$ cat config.mk
export PLATFORM = sky130hd
export DESIGN_NAME = bmem_arbiter
export DESIGN_NICKNAME = d
export VERILOG_FILES = /design/src/rtl/bmem_arbiter.sv
export SDC_FILE = /design/constraint.sdc
export NUM_CORES = 1
export LEC_CHECK = 0
export ABC_CLOCK_PERIOD_IN_PS = 3700
export BUFFER_PORTS_ARGS = -buffer_cell sky130_fd_sc_hd__buf_2
export CAP_MARGIN = 20
export CORE_AREA = 8 8 397 399
export CTS_BUF_LIST = sky130_fd_sc_hd__clkbuf_2 sky130_fd_sc_hd__clkbuf_4 sky130_fd_sc_hd__clkbuf_8
export DETAILED_ROUTE_END_ITERATION = 7
export DIE_AREA = 0 0 405 407
export MAX_ROUTING_LAYER = met4
export PLACE_DENSITY = 0.47
export SLEW_MARGIN = 20
export SYNTH_ARGS = -nofsm -noshare
export SYNTH_HDL_FRONTEND = slang
export SYNTH_SLANG_ARGS = --single-unit
$ cat constraint.sdc
create_clock -name clk -period 3.7 [get_ports clk]
set_input_delay 0.37 -clock clk [delete_from_list [all_inputs] [get_ports clk]]
set_output_delay 0.37 -clock clk [all_outputs]
set_load 0.005 [all_outputs]
$ cat src/rtl/bmem_arbiter.sv
// Arbitrates the shared 64-bit burst memory port between the icache (read-only)
// and the dcache (read/write), splitting 256-bit lines into 4 beats and assembling them back.
module bmem_arbiter #(
  parameter int ADDR_WIDTH = 32,
  parameter int BEATS      = 4
) (
  input  logic                  clk,
  input  logic                  rst,

  input  logic [ADDR_WIDTH-1:0] i_dfp_addr,
  input  logic                  i_dfp_read,
  output logic [255:0]          i_dfp_rdata,
  output logic                  i_dfp_resp,

  input  logic [ADDR_WIDTH-1:0] d_dfp_addr,
  input  logic                  d_dfp_read,
  input  logic                  d_dfp_write,
  input  logic [255:0]          d_dfp_wdata,
  output logic [255:0]          d_dfp_rdata,
  output logic                  d_dfp_resp,

  output logic [ADDR_WIDTH-1:0] bmem_addr,
  output logic                  bmem_read,
  output logic                  bmem_write,
  output logic [63:0]           bmem_wdata,
  input  logic                  bmem_ready,
  input  logic [ADDR_WIDTH-1:0] bmem_raddr,
  input  logic [63:0]           bmem_rdata,
  input  logic                  bmem_rvalid
);

  localparam logic [ADDR_WIDTH-1:0] ALIGN_MASK = ~ADDR_WIDTH'(32'h1F);
  localparam logic [1:0]            LAST_BEAT  = 2'(BEATS - 1);

  typedef enum logic [2:0] {
    IDLE,
    RD_CMD,
    RD_DATA,
    WR_BURST,
    RESP
  } state_t;

  typedef enum logic {
    GNT_I,
    GNT_D
  } grant_t;

  state_t                  state_q, state_d;
  grant_t                  last_grant_q, last_grant_d;
  grant_t                  owner_q, owner_d;
  logic                    pend_q, pend_d;
  logic                    is_write_q, is_write_d;
  logic [ADDR_WIDTH-1:0]   addr_q, addr_d;
  logic [1:0]              beat_q, beat_d;
  logic [255:0]            line_q, line_d;
  logic [255:0]            i_rdata_q, i_rdata_d;
  logic [255:0]            d_rdata_q, d_rdata_d;

  logic                    d_req;
  logic                    any_req;
  logic                    beat_last;
  logic                    rd_hit;
  grant_t                  pick;
  logic [ADDR_WIDTH-1:0]   pick_addr;

  assign d_req     = d_dfp_read | d_dfp_write;
  assign any_req   = i_dfp_read | d_req;
  assign beat_last = (beat_q == LAST_BEAT);
  assign rd_hit    = bmem_rvalid && (bmem_raddr == addr_q);

  // Round-robin: on contention the requester that was not granted last time wins.
  always_comb begin
    pick = GNT_I;
    if (i_dfp_read && d_req) begin
      pick = (last_grant_q == GNT_I) ? GNT_D : GNT_I;
    end else if (d_req) begin
      pick = GNT_D;
    end
    pick_addr = (pick == GNT_D) ? d_dfp_addr : i_dfp_addr;
  end

  always_comb begin
    state_d      = state_q;
    last_grant_d = last_grant_q;
    owner_d      = owner_q;
    pend_d       = pend_q;
    is_write_d   = is_write_q;
    addr_d       = addr_q;
    beat_d       = beat_q;
    line_d       = line_q;
    i_rdata_d    = i_rdata_q;
    d_rdata_d    = d_rdata_q;

    case (state_q)
      // The grant is registered first (pend); the command starts one cycle later.
      IDLE: begin
        if (pend_q) begin
          pend_d  = 1'b0;
          beat_d  = 2'd0;
          state_d = is_write_q ? WR_BURST : RD_CMD;
        end else if (any_req) begin
          pend_d       = 1'b1;
          owner_d      = pick;
          last_grant_d = pick;
          is_write_d   = (pick == GNT_D) && d_dfp_write;
          addr_d       = pick_addr & ALIGN_MASK;
        end
      end

      RD_CMD: begin
        if (bmem_ready) begin
          beat_d  = 2'd0;
          state_d = RD_DATA;
        end
      end

      RD_DATA: begin
        if (rd_hit) begin
          line_d[{beat_q, 6'd0} +: 64] = bmem_rdata;
          beat_d = beat_q + 2'd1;
          if (beat_last) begin
            state_d = RESP;
            if (owner_q == GNT_I) begin
              i_rdata_d = line_d;
            end else begin
              d_rdata_d = line_d;
            end
          end
        end
      end

      WR_BURST: begin
        if (bmem_ready) begin
          beat_d = beat_q + 2'd1;
          if (beat_last) begin
            state_d = RESP;
          end
        end
      end

      RESP: begin
        state_d = IDLE;
      end

      default: begin
        state_d = IDLE;
      end
    endcase
  end

  always_ff @(posedge clk) begin
    if (!rst) begin
      state_q      <= IDLE;
      last_grant_q <= GNT_I;
      owner_q      <= GNT_I;
      pend_q       <= 1'b0;
      is_write_q   <= 1'b0;
      addr_q       <= '0;
      beat_q       <= 2'd0;
      line_q       <= '0;
      i_rdata_q    <= '0;
      d_rdata_q    <= '0;
    end else begin
      state_q      <= state_d;
      last_grant_q <= last_grant_d;
      owner_q      <= owner_d;
      pend_q       <= pend_d;
      is_write_q   <= is_write_d;
      addr_q       <= addr_d;
      beat_q       <= beat_d;
      line_q       <= line_d;
      i_rdata_q    <= i_rdata_d;
      d_rdata_q    <= d_rdata_d;
    end
  end

  always_comb begin
    bmem_addr   = addr_q;
    bmem_read   = (state_q == RD_CMD);
    bmem_write  = (state_q == WR_BURST);
    bmem_wdata  = bmem_write ? d_dfp_wdata[{beat_q, 6'd0} +: 64] : 64'd0;
    i_dfp_resp  = (state_q == RESP) && (owner_q == GNT_I);
    d_dfp_resp  = (state_q == RESP) && (owner_q == GNT_D);
    i_dfp_rdata = i_rdata_q;
    d_dfp_rdata = d_rdata_q;
  end

endmodule

==> summary.txt, run 1 <==
outcome = finished clean
GRT overflow = 0
# IOs = 1035
Clk pin slew, worst setup/hold paths = 0.06 ns
sequential share of the synthesized area = 0.462
drt total wl = 182000 um
Synth Area in Compound Gates = 0.106
Cell Chain, Critical Path = buf_4, mux4_2, and3_1, buf_2
final period utilization = 0.938
Final ANT Viol Nets = 0
initial DRC count = 2451
area share of the largest cell type after synthesis = 0.462
Leakage = 18.5 nW
GRT Total Usage = 0.215
final hold viol count = 0
Inserted Clock Buffers = 151
Port Buffer Count = 1019
slowest stage delay, CP = 0.75 ns
startpoint types = register
leading post-synthesis cells by cell area = dfxtp_1 46%, mux2i_1 16%, nand2_1 12%
Pre-antenna DRT Iters = 7
share of cells above drive strength 1 = 0.289
Fmax achieved = 288 MHz
Synth Instances = 3894
Post-Synth Simple-Gate Area = 0.151
total of max-cap violations = 0
peak supply drop = 0.343 mV
PwrDens = 458 nW/um2
Die ar. = 165000 um2
CP endpoint kind = output port
GPL Wtd Cong = 0.964
Core ar. = 151000 um2
vias in the first global route = 33.6k
Top FF cell, synth = dfxtp_1
synth cell count leaders = 1149 x nand2_1, 803 x dfxtp_1, 541 x mux2i_1
Arrival @ worst endpoint = 3.10 ns
xor/xnor cell area share of the yosys netlist = 0.00503
CTS tree = yes
Setup TNS = 0 ns
CP max stage cell = mux4_2
critical register-to-register path startpoint = beat_q[0]
Synth Area in Adders = 0.00216
Final Skew = 0.0487 ns
Hold Crit Class = in2reg
drc violations = 0
Final Max Slew Viols = 0
Final setup viols = 0
RSZ-0062 raised after global routing = no
async set-reset flop share out of synthesis = 0
Crit Path Class = reg2out
clock buffer depth = 3
syn avg cell area = 8.94 um2
CP startpoint = beat_q[0]
hold slack = 0.141 ns
global-route wire length before repair = 250000 um
chip width = 405 um
Rows = 143
clk sinks = 803
post-synthesis mux area share = 0.197
CP bufs+invs = 2
vias per inst = 4.62
hold path start = bmem_raddr[3]
Filler cells = 16.2k
Initial Util = 0.230
area leader, netlist = dfxtp_1
Root Buffer = clkbuf_8
Final Net Count = 5372
register bit total from synthesis = 803
DR vias = 33.0k
CTS HTree Levels = 4
die height = 407 um
Rel. slew slack = 0.272
initial antenna violation count = 60
main combinational cell family by area after synthesis = multiplexers
Post-Syn Area = 34800 um2
Min Clock Period, post-route = 3.47 ns
Least-Margin Pin Slew = 1.09 ns
Required @ worst endpoint = 3.33 ns
crit-path leading delay family = multiplexers
post-synth cell types = 40
most common cell in the netlist = nand2_1
total setup buffers inserted after CTS = 0
largest net degree at the start of global routing = 132
Clk Latency, worst-skew pair = 0.87 ns
EDFF count, synth = 0
yosys warns = 0
DP HPWL = 136000 um
Crit Path Max Fanout = 27
Util after Layout = 0.309
Area Overhead vs Synth = 34.1%
drt wl/cell = 25.5 um
[timing repair]
| item | 4_1_cts | 5_1_grt |
|---|---|---|
| endpoints found under the hold margin | 650 | 0 |
| endpoints found under the setup margin | 1 | 0 |
| gates resized for setup | 1 | 0 |
| hold buffers | 122 | 0 |
[cells by family (layout without fill, tap and decap cells)]
family,after synthesis,after routing
muxes,605,605
xor gates and xnor gates,20,20
adders and majority gates,6,6
and+or+nand+nor,1305,1305
AOI/OAI and AO/OA,551,551
other,1,52
buffers and inverters,603,1761
DFF,803,803
[flip-flops by register name (all words and copies together) (netlist names)]
register     count
d_dfp_rdata    256
i_dfp_rdata    256
line_q         256
bmem_addr       27
state_q          3
beat_q           2
is_write_q       1
owner_q          1
pend_q           1
[worst reg2reg max path, delay by kind of cell, from the launching register on]
kind	cells	cell delay (ns)
AO/OA/AOI/OAI	1	0.35
adder cells (fa/ha/maj)	1	0.35
buffers and inverters	3	0.99
flip-flops	1	0.54
AND/OR/NAND/NOR	2	0.88
[final cells by class]
| cell class | count | area, um2 | area share |
|---|---|---|---|
| multi-input cells | 2492 | 16200 | 0.347 |
| flip-flops and latches | 803 | 16100 | 0.344 |
| repair buffers | 1228 | 7460 | 0.160 |
| clock buffers | 240 | 2950 | 0.0632 |
| well taps | 2030 | 2540 | 0.0544 |
| inverters | 267 | 1010 | 0.0216 |
| clock inverters | 26 | 325 | 0.00696 |
| diodes | 47 | 118 | 0.00252 |
[cell usage in the layout, fill, tap and decap left out, drive strengths merged, types with 2 or more instances in the layout]
| cell type | netlist | layout |
|---|---|---|
| nor3 | 9 | 9 |
| a211oi | 27 | 27 |
| a2111oi | 2 | 2 |
| clkinvlp | 0 | 2 |
| mux2i | 541 | 541 |
| inv | 267 | 277 |
| dfxtp | 803 | 803 |
| nand2 | 1149 | 1149 |
| nand3 | 3 | 3 |
| o21ai | 257 | 257 |
| o22ai | 49 | 49 |
| o32ai | 210 | 210 |
| or4 | 4 | 4 |
| conb | 1 | 5 |
| clkinv | 0 | 10 |
| xor2 | 16 | 16 |
| a21oi | 3 | 3 |
| and2 | 5 | 5 |
| buf | 113 | 1106 |
| nand2b | 2 | 2 |
| dlygate4sd3 | 0 | 122 |
| ha | 6 | 6 |
| xnor2 | 4 | 4 |
| and3 | 66 | 66 |
| clkbuf | 223 | 240 |
| bufinv | 0 | 4 |
| diode | 0 | 47 |
| or3 | 4 | 4 |
| nor4 | 7 | 7 |
| nor2 | 30 | 30 |
| nand4b | 2 | 2 |
| nand4 | 3 | 3 |
| nor2b | 16 | 16 |
| nor4b | 3 | 3 |
| mux4 | 64 | 64 |
[where the power goes]
part	switching [mW]	internal [mW]	leakage [nW]	total (mW)
Combinational	1.84	1.08	10.3	2.92
Clock	4.06	5.37	1.74	9.44
Sequential	0.216	8.83	6.47	9.04
[per-layer routing]
layer	vias to the layer above	global-route usage	wire (um)
li1	15371	-	-
met1	16035	0.239	71200
met2	1231	0.367	89200
met3	317	0.0493	11600
met4	0	0.0978	9620
met5	-	-	0
[path summary, 6_finish.rpt]
check             depth (start not counted)  slack, ns              to
hold reg to reg                           2       0.45  i_dfp_rdata[1]
setup reg to reg                          7       0.49     line_q[225]
setup / recovery                          4       0.23   bmem_wdata[1]
hold / removal                            6       0.14      state_q[2]
[stage by stage]
| stage | area, um2 | cells | power, mW | setup slack (ns) |
|---|---|---|---|---|
| 3_5_place_dp | 42100 | 6698 | 12.0 | 0.443 |
| 6_report | 46700 | 7133 | 21.4 | 0.229 |
| 5_1_grt | 46700 | 7120 | 22.3 | 0.0320 |
| 4_1_cts | 46600 | 7086 | 21.7 | 0.0732 |
| 3_3_place_gp | 42100 | 6698 | 12.0 | 0.470 |
| 2_1_floorplan | 34800 | 3898 | 10.6 | 0.903 |
(Power assumes the default switching activity.)
==> inputs of run 2 (changes only) <==
--- a/config.mk
+++ b/config.mk
@@ -5,6 +5,7 @@
 export SDC_FILE = /design/constraint.sdc
 export NUM_CORES = 1
 export LEC_CHECK = 0
+export ABC_AREA = 1
 export ABC_CLOCK_PERIOD_IN_PS = 3700
 export BUFFER_PORTS_ARGS = -buffer_cell sky130_fd_sc_hd__buf_2
 export CAP_MARGIN = 20
@@ -13,7 +14,7 @@
 export DETAILED_ROUTE_END_ITERATION = 7
 export DIE_AREA = 0 0 405 407
 export MAX_ROUTING_LAYER = met4
-export PLACE_DENSITY = 0.47
+export PLACE_DENSITY = 0.49
 export SLEW_MARGIN = 20
 export SYNTH_ARGS = -nofsm -noshare
 export SYNTH_HDL_FRONTEND = slang
==> run 2 against run 1 <==
Critical path depth is 2 higher. Highest routed layer unchanged. Clock skew fell by 0.0042 ns. Via count grew 26%. Die area did not move. Sequential power hardly changed. Wire length grew 9.3%. Fmax is 3.1% higher. Critical path type unchanged. Final area rose by 5.7%. Synthesized area increased by 9.7%. Largest cell class unchanged. Global-route usage increased by 2.0 points. Synthesized cell count up 57%.
==> summary.txt, run 2 <==
outcome = finished clean
post-synth cell types = 32 (-20%)
PwrDens = 476 nW/um2 (+3.9%)
critical register-to-register path startpoint = beat_q[0]
most common cell in the netlist = nor2_1
GPL Wtd Cong = 0.988 (+2.5%)
met2 usage = 0.375 (+0.00821)
synth cell count leaders = 1724 x nor2_1, 1388 x nand2_1, 803 x dfxtp_1
RR Endpoint = d_dfp_rdata[215]
clk sinks = 803 (unchanged)
commonest non-fill, non-tap cell in the layout = nor2_1
Pre-antenna DRT Iters = 6 (-1)
GR peak layer = met2
area leader, netlist = dfxtp_1
Hold Crit Class = in2reg
slowest stage delay, CP = 0.55 ns (-0.20 ns)
# IOs = 1035 (unchanged)
register bit total from synthesis = 803 (unchanged)
share of cells above drive strength 1 = 0.192 (-0.0975)
async set-reset flop share out of synthesis = 0 (unchanged)
dpl cells = 8831 (+32%)
commonest cells after routing, fill and taps aside = 1722 x nor2_1, 1387 x nand2_1, 1018 x buf_2, 801 x dfxtp_1, 774 x inv_1
sequential share of the synthesized area = 0.421 (-0.0408)
Die ar. = 165000 um2 (unchanged)
DR vias = 41.6k (+26%)
Synth Area in Adders = 0.00197 (-0.000190)
area share of the largest cell type after synthesis = 0.421 (-0.0408)
die height = 407 um (unchanged)
grt met1 use = 0.291 (+0.0521)
Final Max Slew Viols = 0 (unchanged)
DP HPWL = 146000 um (+7.7%)
CP dominant cell by count = nor2_1
yosys warns = 0 (unchanged)
Clk Latency, worst-skew pair = 0.86 ns (about the same)
xor/xnor cell area share of the yosys netlist = 0.00206 (-0.00297)
clock buffer depth = 3 (unchanged)
met3 Usage GRT = 0.0698 (+0.0205)
Root Buffer = clkbuf_8
Final Skew = 0.0445 ns (-0.00420 ns)
hold path start = bmem_rdata[12]
CTS tree = yes
global-route wire length before repair = 281000 um (+12%)
Crit Path Max Fanout = 123 (+360%)
worst reg2reg path depth = 10 (+3)
Sw Share = 0.346 (+0.0594)
Hold EP = i_dfp_rdata[12]
Rel. slew slack = 0.329 (+0.0573)
Internal = 15.4 mW (+0.63%)
Setup TNS = 0 ns (unchanged)
Synth Area in Compound Gates = 0.103 (-0.00337)
Min Clock Period, post-route = 3.37 ns (-0.103 ns)
final hold viol count = 0 (unchanged)
chip width = 405 um (unchanged)
startpoint types = register
Core ar. = 151000 um2 (unchanged)
Synth Instances = 6127 (+57%)
RSZ-0062 raised after global routing = no
initial DRC count = 3105 (+27%)
CP endpoint kind = output port
post-synthesis mux area share = 0 (-0.197)
Arrival @ worst endpoint = 3.00 ns (-0.10 ns)
Crit Path Class = reg2out
vias per inst = 4.51 (-2.3%)
drt total wl = 199000 um (+9.3%)
Area Overhead vs Synth = 29.2%
CP max stage cell = dfxtp_4
power share of the clock group = 0.388 (-0.053)
Final setup viols = 0 (unchanged)
total setup buffers inserted after CTS = 0 (unchanged)
main combinational cell family by area after synthesis = simple AND/OR/NAND/NOR gates
Leakage = 26.6 nW (+44%)
total of max-cap violations = 0 (unchanged)
worst hold stages = 5 (-1)
worst slack, placed = 0.303 ns (-0.140 ns)
Combinational Power Share = 0.226 (+0.090)
GRT Total Usage = 0.235 (+0.0205)
Required @ worst endpoint = 3.33 ns (about the same)
drc violations = 0 (unchanged)
leading post-synthesis cells by cell area = dfxtp_1 42%, nor2_1 17%, nand2_1 14%
CTS HTree Levels = 4 (unchanged)
Initial Util = 0.253 (+0.0223)
EDFF count, synth = 0 (unchanged)
Final Net Count = 7501 (+40%)
Post-Syn Area = 38200 um2 (+9.7%)
vias in the first global route = 39.4k (+17%)
Util after Layout = 0.326 (+0.0176)
Cell Chain, Critical Path = buf_12, nor2_1, nor2_1, o21ai_0, a21oi_1, buf_2
Least-Margin Pin Slew = 1.01 ns (-0.0859 ns)
initial antenna violation count = 47 (-22%)
Rows = 143 (unchanged)
Sw Pwr = 8.11 mW (+33%)
final period utilization = 0.910 (-0.0279)
Worst R2R Setup Slack = 0.46 ns (-0.03 ns)
Top FF cell, synth = dfxtp_1
peak supply drop = 0.405 mV (+18%)
drt wl/cell = 21.5 um (-15%)
Port Buffer Count = 1019 (unchanged)
final setup margin = 0.332 ns (+0.103 ns)
Final ANT Viol Nets = 0 (unchanged)
GRT overflow = 0 (unchanged)
Post-Synth Simple-Gate Area = 0.346 (+0.196)
sequential share of power = 0.386 (-0.037)
largest net degree at the start of global routing = 182 (+38%)
Clk pin slew, worst setup/hold paths = 0.06 ns (about the same)
Fmax achieved = 297 MHz (+3.1%)
Inserted Clock Buffers = 149 (-1.3%)
syn avg cell area = 6.23 um2 (-30%)
final std cells w/o fill = 9222 (+29%)
run 2: cell types whose count changed in the layout (fill, tap and decap cells not counted), moves of 71 or more:
cell | before | now
nand2_1 | 1145 | 1387
nand3_1 | 3 | 74
mux2i_1 | 541 | 0
nor2_1 | 30 | 1722
nand4_1 | 3 | 128
inv_1 | 266 | 774
a21oi_1 | 3 | 131
o32ai_1 | 210 | 59
o21ai_0 | 255 | 411
run 2: power by group through the flow:
stage / logic, mW / registers [mW] / clock network [mW]
floorplan: 2.75 / 9.16 / 0
global placement: 5.04 / 9.25 / 0
detailed placement: 5.03 / 9.25 / 0
CTS: 5.32 / 9.06 / 9.38
global route: 5.77 / 9.09 / 9.76
finish: 5.30 / 9.07 / 9.12
run 2: worst max path at each step:
stage                     cells after the start                to       start  slack (ns)
after global placement                       10  i_dfp_rdata[245]   beat_q[0]        0.32
after detailed placement                     10  i_dfp_rdata[245]   beat_q[0]        0.30
after CTS                                     5    bmem_wdata[62]   beat_q[0]        0.16
after global routing                          7    bmem_wdata[41]  state_q[0]        0.10
final                                         6    bmem_wdata[62]   beat_q[0]        0.33
after floorplan                              15       line_q[190]   beat_q[0]        0.80
run 2: worst max-delay path, delay by kind of cell, from the launching register on:
kind / cells / cell delay, ns
DFF: 1 / 0.55
AOI/OAI and AO/OA: 2 / 0.56
and+or+nand+nor: 2 / 0.21
buffers and inverters: 2 / 0.63
run 2: cell type report:
type | count | area (um2)
Clock buffer | 238 | 2930
Multi-Input combinational cell | 4114 | 17400
Fill cell | 16730 | 102000
Timing Repair Buffer | 1214 | 7230
Sequential cell | 803 | 16100
Clock inverter | 13 | 165
Tap cell | 2030 | 2540
Inverter | 790 | 2980
Antenna cell | 20 | 50.0
run 2: cell families after synthesis:
group | count (synthesis)
simple gates | 3384
xor+xnor | 9
compound gates | 710
flops | 803
other cells | 1
fa+ha+maj | 6
buf+inv | 1214
run 2: through the flow:
| step | hold slack (ns) | area (um2) | power, mW |
|---|---|---|---|
| 5_1_grt | 0.0804 | 49400 | 24.6 |
| 2_1_floorplan | 0.442 | 38200 | 11.9 |
| 4_1_cts | 0.0222 | 49300 | 23.8 |
| 3_3_place_gp | 0.463 | 45000 | 14.3 |
| 3_5_place_dp | 0.460 | 45000 | 14.3 |
| 6_report | 0.139 | 49400 | 23.5 |
run 2: what timing repair did:
action | CTS | global route
gates resized for setup | 1 | 0
endpoints found under the setup margin | 1 | 0
hold buffers | 120 | 0
hold endpoints to repair | 266 | 0
run 2: per-layer routing:
metal | share of wire | vias to the layer above
met5 | 0 | -
met4 | 0.026 | 0
met1 | 0.43 | 19405
li1 | - | 20600
met3 | 0.079 | 283
met2 | 0.46 | 1349
